===== config.mk =====
export PLATFORM = sky130hd
export DESIGN_NAME = pipe_stage_buf
export DESIGN_NICKNAME = d
export VERILOG_FILES = /design/src/rtl/pipe_stage_buf_pkg.sv /design/src/rtl/pipe_stage_buf.sv
export SDC_FILE = /design/constraint.sdc
export NUM_CORES = 1
export LEC_CHECK = 0
export CAP_MARGIN = 0
export CORE_MARGIN = 8
export CORE_UTILIZATION = 40
export CTS_CLUSTER_DIAMETER = 60
export DETAILED_ROUTE_END_ITERATION = 8
export PLACE_DENSITY_LB_ADDON = 0.2
export SLEW_MARGIN = 20
export SYNTH_ARGS = -nofsm -noshare
export SYNTH_HDL_FRONTEND = slang
export SYNTH_SLANG_ARGS = --single-unit
export TNS_END_PERCENT = 20

===== constraint.sdc =====
create_clock -name CLK -period 7.7 [get_ports CLK]
set_input_delay 1.54 -clock CLK [delete_from_list [all_inputs] [get_ports CLK]]
set_output_delay 1.54 -clock CLK [all_outputs]
set_load 0.02 [all_outputs]

===== src/rtl/pipe_stage_buf_pkg.sv =====
// Occupancy states for pipe_stage_buf; the encoding doubles as the live-entry count.
package pipe_stage_buf_pkg;

  typedef enum logic [1:0] {
    ST_EMPTY = 2'd0,
    ST_ONE   = 2'd1,
    ST_FULL  = 2'd2
  } buf_state_e;

endpackage


===== src/rtl/pipe_stage_buf.sv =====
// Payload-agnostic pipeline register with optional 2-entry skid; 1-cycle in->out latency.
// Backpressure: SKID=1 gives a flop-derived in_ready (low when skid is occupied); SKID=0 passes out_ready through.
module pipe_stage_buf
  import pipe_stage_buf_pkg::*;
#(
  parameter int DW         = 64,
  parameter int SKID       = 1,
  parameter int FLUSH_ZERO = 1
) (
  input  logic          CLK,
  input  logic          RST,
  input  logic          in_valid,
  input  logic [DW-1:0] in_data,
  output logic          in_ready,
  output logic          out_valid,
  output logic [DW-1:0] out_data,
  input  logic          out_ready,
  input  logic          flush,
  output logic [1:0]    count
);

  if (DW < 1) begin : g_bad_dw
    $error("pipe_stage_buf: DW must be >= 1");
  end
  if (SKID != 0 && SKID != 1) begin : g_bad_skid
    $error("pipe_stage_buf: SKID must be 0 or 1");
  end
  if (FLUSH_ZERO != 0 && FLUSH_ZERO != 1) begin : g_bad_fz
    $error("pipe_stage_buf: FLUSH_ZERO must be 0 or 1");
  end

  buf_state_e    state_q, state_d;
  logic [DW-1:0] main_q, main_d;
  logic [DW-1:0] skid_q, skid_d;
  logic          push, pop;

  // RST gating holds in_ready low through reset yet lets the first edge after release accept data.
  if (SKID == 1) begin : g_skid_rdy
    assign in_ready = (state_q != ST_FULL) & ~RST;
  end else begin : g_pass_rdy
    assign in_ready = (state_q == ST_EMPTY) | out_ready;
  end

  assign out_valid = (state_q != ST_EMPTY);
  assign out_data  = main_q;
  assign count     = state_q;
  assign push      = in_valid & in_ready;
  assign pop       = out_valid & out_ready;

  always_comb begin
    state_d = state_q;
    main_d  = main_q;
    skid_d  = skid_q;
    if (flush) begin
      state_d = ST_EMPTY;
      if (FLUSH_ZERO == 1) begin
        main_d = '0;
        skid_d = '0;
      end
    end else begin
      case (state_q)
        ST_EMPTY: begin
          if (push) begin
            main_d  = in_data;
            state_d = ST_ONE;
          end
        end
        ST_ONE: begin
          if (push && !pop) begin
            skid_d  = in_data;
            state_d = ST_FULL;
          end else if (push && pop) begin
            main_d = in_data;
          end else if (pop) begin
            state_d = ST_EMPTY;
            if (FLUSH_ZERO == 1) main_d = '0;
          end
        end
        ST_FULL: begin
          if (pop) begin
            main_d  = skid_q;
            state_d = ST_ONE;
            if (FLUSH_ZERO == 1) skid_d = '0;
          end
        end
        default: state_d = ST_EMPTY;
      endcase
    end
  end

  always_ff @(posedge CLK or posedge RST) begin
    if (RST) begin
      state_q <= ST_EMPTY;
      main_q  <= '0;
      skid_q  <= '0;
    end else begin
      state_q <= state_d;
      main_q  <= main_d;
      skid_q  <= skid_d;
    end
  end

endmodule


; Word-level counts from Yosys, hierarchy flattened
; Cells that the tools add are included.
; Widths: inputs -> output; s select.
[totals]
regBits = 130
output_inout_bits = 68
wordCells = 44
[classes]
n_eq_ne = 10
muxes = 17
n_bitwise = 4
n_reduce_logical = 10
[op_table]
columns = cell, count
row1 = $mux 64, 8
row2 = $pmux 64 s3, 1
row3 = $pmux 64 s2, 1
row4 = $mux 2, 6
row5 = $ne 3x3->1 const B, 4
row6 = $ne 4x4->1 const B, 3
row7 = $pmux 2 s3, 1
row8 = $reduce_and 5->1, 1
row9 = $reduce_and 4->1, 1
row10 = $reduce_bool 4->1, 1
row11 = $and 1x1->1, 3
row12 = $reduce_and 3->1, 1
row13 = $reduce_bool 3->1, 1
row14 = $eq 2x1->1 const B, 1
row15 = $eq 2x2->1 const B, 1
row16 = $logic_and 1x1->1, 2
row17 = $logic_not 2->1, 1
row18 = $ne 2x2->1 const B, 1
row19 = $reduce_bool 2->1, 1
row20 = $logic_not 1->1, 1
row21 = $not 1->1, 1

; Depth between registers and ports, before layout
[logic_depth]
ltp_word = 8
ltp_mapped = 9
depth_no_buf = 6

; Worst setup path before layout
; Ideal clock, no wire load.
[synth_timing]
kind = input to register
from = input RST
to = register state_q[0] (netlist: count[0])
setup_ps = 125
t_arrival_ps = 5096
required_ps = 7575
path_slack_ps = 2479
stages = 4
n_path_buf = 0
cell_sequence = inv_1 -> nand2_1 -> a221oi_1 -> mux2_2
[synth_between]
elab_chain_len = 7
[synth_lines]
columns = item, line_no
row1 = start: declaration, pipe_stage_buf.sv:11  ; input logic RST,
row2 = $not 1->1 *, pipe_stage_buf.sv:39  ; assign in_ready = (state_q != ST_FULL) & ~RST;
row3 = $and 1x1->1 *, pipe_stage_buf.sv:39
row4 = $and 1x1->1 *, pipe_stage_buf.sv:47  ; assign push = in_valid & in_ready;
row5 = $logic_and 1x1->1, pipe_stage_buf.sv:69  ; if (push && !pop) begin
row6 = $mux 2, pipe_stage_buf.sv:69
row7 = $pmux 2 s3, pipe_stage_buf.sv:61  ; case (state_q)
row8 = $mux 2, pipe_stage_buf.sv:54  ; if (flush) begin
row9 = end signal: assignment, pipe_stage_buf.sv:97  ; state_q <= state_d;
row10 = end: declaration, pipe_stage_buf.sv:32  ; buf_state_e state_q, state_d;
; Mark *: on every way between the ends. The rest lies on a longest branch, timed or not.
; A chain may end at the register's enable or synchronous reset.

; Worst setup path after layout
[layout_timing]
from = input RST
to = output in_ready
[layout_between]
elab_chain_len = 2
[layout_lines]
columns = item, line_no
row1 = $not 1->1, pipe_stage_buf.sv:39
row2 = $and 1x1->1, pipe_stage_buf.sv:39
row3 = end: declaration, pipe_stage_buf.sv:14  ; output logic in_ready,
; Every way passes these cells.

==> run_summary.xml <==
<?xml version="1.0" encoding="UTF-8"?>
<metrics>
  <group name="hold_path">
    <metric name="worst_hold_path.num_cells" unit="">1</metric>
    <metric name="min-delay-path-class" unit="">register to register</metric>
    <metric name="startpoint_of_the_worst_hold_path" unit="">skid_q[33]</metric>
  </group>
  <group name="die">
    <metric name="die-area" unit="mm2">0.01792</metric>
    <metric name="starting_density_of_the_core" unit="%">40.49</metric>
    <metric name="fp-row-count" unit="">43</metric>
    <metric name="num_io_pins" unit="">137</metric>
    <metric name="core" unit="mm2">0.01372</metric>
    <metric name="die-width" unit="um">133.9</metric>
    <metric name="die-height" unit="um">133.9</metric>
  </group>
  <group name="critical_path">
    <metric name="critical_path.reg2reg.startpoint" unit="">count[0]</metric>
    <metric name="crit_start" unit="">RST</metric>
    <metric name="critPathRequiredTime" unit="ns">6.16</metric>
    <metric name="cp.arrival" unit="ns">2.78</metric>
    <metric name="critPathMaxFanout" unit="">5</metric>
    <metric name="setup.worst_path.start_class" unit="">primary input</metric>
    <metric name="setup.worst_path.end_class" unit="">output pin</metric>
    <metric name="critical_path_class" unit="">primary input to output pin</metric>
    <metric name="worstPathCellList" unit="">clkdlybuf4s50_1, nor2_1, clkdlybuf4s50_1</metric>
    <metric name="r2r.worst_path.cells" unit="">7</metric>
    <metric name="critical-path-max-stage-delay" unit="ns">0.61</metric>
    <metric name="cp_common_cell" unit="">clkdlybuf4s50_1</metric>
    <metric name="crit_path_top_delay_cell" unit="">clkdlybuf4s50_1</metric>
  </group>
  <group name="yosys">
    <metric name="syn_nets" unit="">539</metric>
    <metric name="yosys-top-cells-area" unit="">dfrtp_1 59%, a22o_1 10%, a221oi_1 8.7%</metric>
    <metric name="synth.largest_area_cell" unit="">dfrtp_1</metric>
    <metric name="post-synth-top-area-fraction" unit="%">58.56</metric>
    <metric name="ys_ff_latch" unit="">130</metric>
    <metric name="synthFlopType" unit="">dfrtp_1</metric>
    <metric name="yosys-top-cells-count" unit="">130 x dfrtp_1, 68 x nor2_1, 64 x a22o_1</metric>
    <metric name="synth_seq_area_share" unit="%">58.56</metric>
    <metric name="number_of_synthesized_flops_with_an_enable_pin" unit="">0</metric>
    <metric name="yosys.cell_types.count" unit="">28</metric>
    <metric name="yosys_warnings" unit="">0</metric>
    <metric name="syn_inst" unit="">466</metric>
    <metric name="synthesis.area_per_instance" unit="um2">11.92</metric>
    <metric name="yosysMostFrequentCell" unit="">dfrtp_1</metric>
    <metric name="mappedNetlistArea" unit="mm2">0.005555</metric>
    <metric name="synth-async-reset-ratio" unit="%">100.0</metric>
  </group>
  <group name="sta">
    <metric name="min_period_over_period" unit="%">56.07</metric>
    <metric name="fmax" unit="MHz">231.6</metric>
    <metric name="setup_ws" unit="ns">3.383</metric>
    <metric name="final_max_slew_viol_count" unit="">0</metric>
    <metric name="finalSetupViolCount" unit="">0</metric>
    <metric name="tightestPinTransition" unit="ns">0.9357</metric>
    <metric name="clock_skew" unit="ns">0.005491</metric>
    <metric name="worst_max_slew_margin_expressed_relative_to_the_limit" unit="%">37.38</metric>
    <metric name="timing.final.hold_violations" unit="">0</metric>
    <metric name="setup_tns" unit="ns">0</metric>
    <metric name="final_period_minus_worst_setup_slack" unit="ns">4.317</metric>
    <metric name="setup_repair_after_global_routing_missed_its_margin" unit="">no</metric>
  </group>
  <group name="power">
    <metric name="switching_fraction_of_total_power" unit="%">31.43</metric>
    <metric name="power" unit="mW">2.282</metric>
    <metric name="clkPwrFrac" unit="%">34.9</metric>
    <metric name="p_comb_share" unit="%">28.5</metric>
    <metric name="power_report.internal_total" unit="mW">1.565</metric>
    <metric name="powerDensity" unit="mW/mm2">304.2</metric>
    <metric name="seq_power_share" unit="%">36.6</metric>
    <metric name="vdd_drop_max" unit="V">0.0001410</metric>
    <metric name="p_switching" unit="mW">0.7172</metric>
    <metric name="power.static_leakage" unit="nW">3.348</metric>
  </group>
  <group name="grt">
    <metric name="grt_overflow_total" unit="">0</metric>
    <metric name="grt_max_degree" unit="">72</metric>
    <metric name="first_global_vias" unit="">4839</metric>
    <metric name="track_usage" unit="%">18.10</metric>
    <metric name="grt_pass1_wl" unit="mm">25.92</metric>
    <metric name="antenna_found_initial" unit="">0</metric>
  </group>
  <group name="clock_tree">
    <metric name="clockRootBuffer" unit="">clkbuf_16</metric>
    <metric name="clk_path_buf_depth" unit="">2</metric>
    <metric name="cts_htree_levels" unit="">4</metric>
    <metric name="path_clk_slew" unit="ns">0.05</metric>
    <metric name="numCtsBuffers" unit="">17</metric>
    <metric name="postCtsResizedCells" unit="">0</metric>
    <metric name="clock_tree_from_tritoncts" unit="">yes</metric>
    <metric name="clock-sinks" unit="">130</metric>
    <metric name="cts_hold_buf" unit="">0</metric>
    <metric name="cts_setup_buffers" unit="">0</metric>
    <metric name="clkLatencyLatePin" unit="ns">0.40</metric>
  </group>
  <group name="flow_run">
    <metric name="max_cap_viol_count" unit="">0</metric>
  </group>
  <group name="drt">
    <metric name="routed_via_density" unit="">5.772</metric>
    <metric name="ant_nets" unit="">0</metric>
    <metric name="first_pass_iters" unit="">5</metric>
    <metric name="drt_drc_violations_left" unit="">0</metric>
    <metric name="dr_total_vias" unit="">4473</metric>
    <metric name="totalWireLength" unit="mm">15.85</metric>
    <metric name="dr.first_iter.drc_count" unit="">402</metric>
    <metric name="routed_wire_length_per_instance" unit="um">20.45</metric>
  </group>
  <group name="final_layout">
    <metric name="design.final.nets" unit="">655</metric>
    <metric name="flow.area_growth_from_synthesis" unit="%">35.05</metric>
    <metric name="diodes" unit="">0</metric>
    <metric name="final_layout_size_suffix_gt1_share" unit="%">9.076</metric>
  </group>
  <group name="placed_design">
    <metric name="detailed_place_hpwl" unit="mm">9.370</metric>
    <metric name="dp_slack" unit="ns">3.371</metric>
    <metric name="io_buffer_count" unit="">136</metric>
    <metric name="gp_routability_congestion" unit="">0.7874</metric>
  </group>
  <group name="run_status">
    <metric name="status" unit="">complete, no violations</metric>
  </group>
</metrics>
## cells in the final DEF, fill, tap and decap left out, drive strengths merged, types with 4 or more instances in the layout
cell,instances
a221oi,65
a22o,64
buf,8
clkbuf,28
clkdlybuf4s50,136
dfrtp,130
ha,4
inv,7
nor2,70
o21ai,66
## metal layers
| metal | vias to the layer above | part of all wire [%] | GRT usage, % |
|---|---|---|---|
| met5 | - | 0 | 0 |
| met4 | 0 | 1.5 | 6.862 |
| met3 | 20 | 7.3 | 6.021 |
| met2 | 181 | 47 | 28.51 |
| met1 | 2266 | 44 | 22.65 |
| li1 | 2006 | - | - |
## per-stage QoR
step	hold slack [ns]	util (%)	cell area, um2	instances
floorplan	0.4740	-	5555	466
global route	0.5193	54.68	7502	775
global placement	0.4888	50.41	6915	743
CTS	0.5086	54.68	7502	775
finish	0.5061	54.68	7502	775
detailed placement	0.4935	50.41	6915	743
## final timing paths
kind / to / slack [ns]
max in group asynchronous: out_data[9] / 4.61
hold reg to reg: skid_q[33] / 0.51
setup reg to reg: out_data[30] / 4.79
setup / recovery: in_ready / 3.38
hold / removal: skid_q[33] / 0.51
min in group asynchronous: count[1] / 1.70
## kinds of logic (layout without fill, tap and decap cells)
family	count (synthesis)	after routing	share of synthesized area, %
DFF	130	130	58.56
muxes	3	3	0.6531
adders and majority gates	4	4	0.9009
buffers and inverters	54	183	6.014
and+or+nand+nor	78	78	6.059
AOI/OAI and AO/OA	197	197	27.82
## final cells by class
type,instances,area (um2)
well taps,180,225.2
clock buffers,28,516.7
flip-flops and latches,130,3253
fillers,1198,6217
multi-input cells,282,1987
repair buffers,144,1421
clock inverters,4,70.07
inverters,7,28.78
## sequential cells by signal, indices dropped and copies added (netlist names)
signal,cells
out_data,64
skid_q,64
count,2
## worst max-delay path: cells and delay by family
kind                   cells  cell delay, ns
and+or+nand+nor            1            0.13
buffers and inverters      2            1.11
## power by group through the flow
stage	Clock (mW)	Sequential, mW	Combinational, mW
floorplan	0	0.929	0.294
global placement	0	0.844	0.647
detailed placement	0	0.844	0.654
CTS	0.808	0.836	0.657
global route	0.843	0.848	0.701
finish	0.797	0.835	0.649
Note: power is estimated with default switching activity, not from simulation.
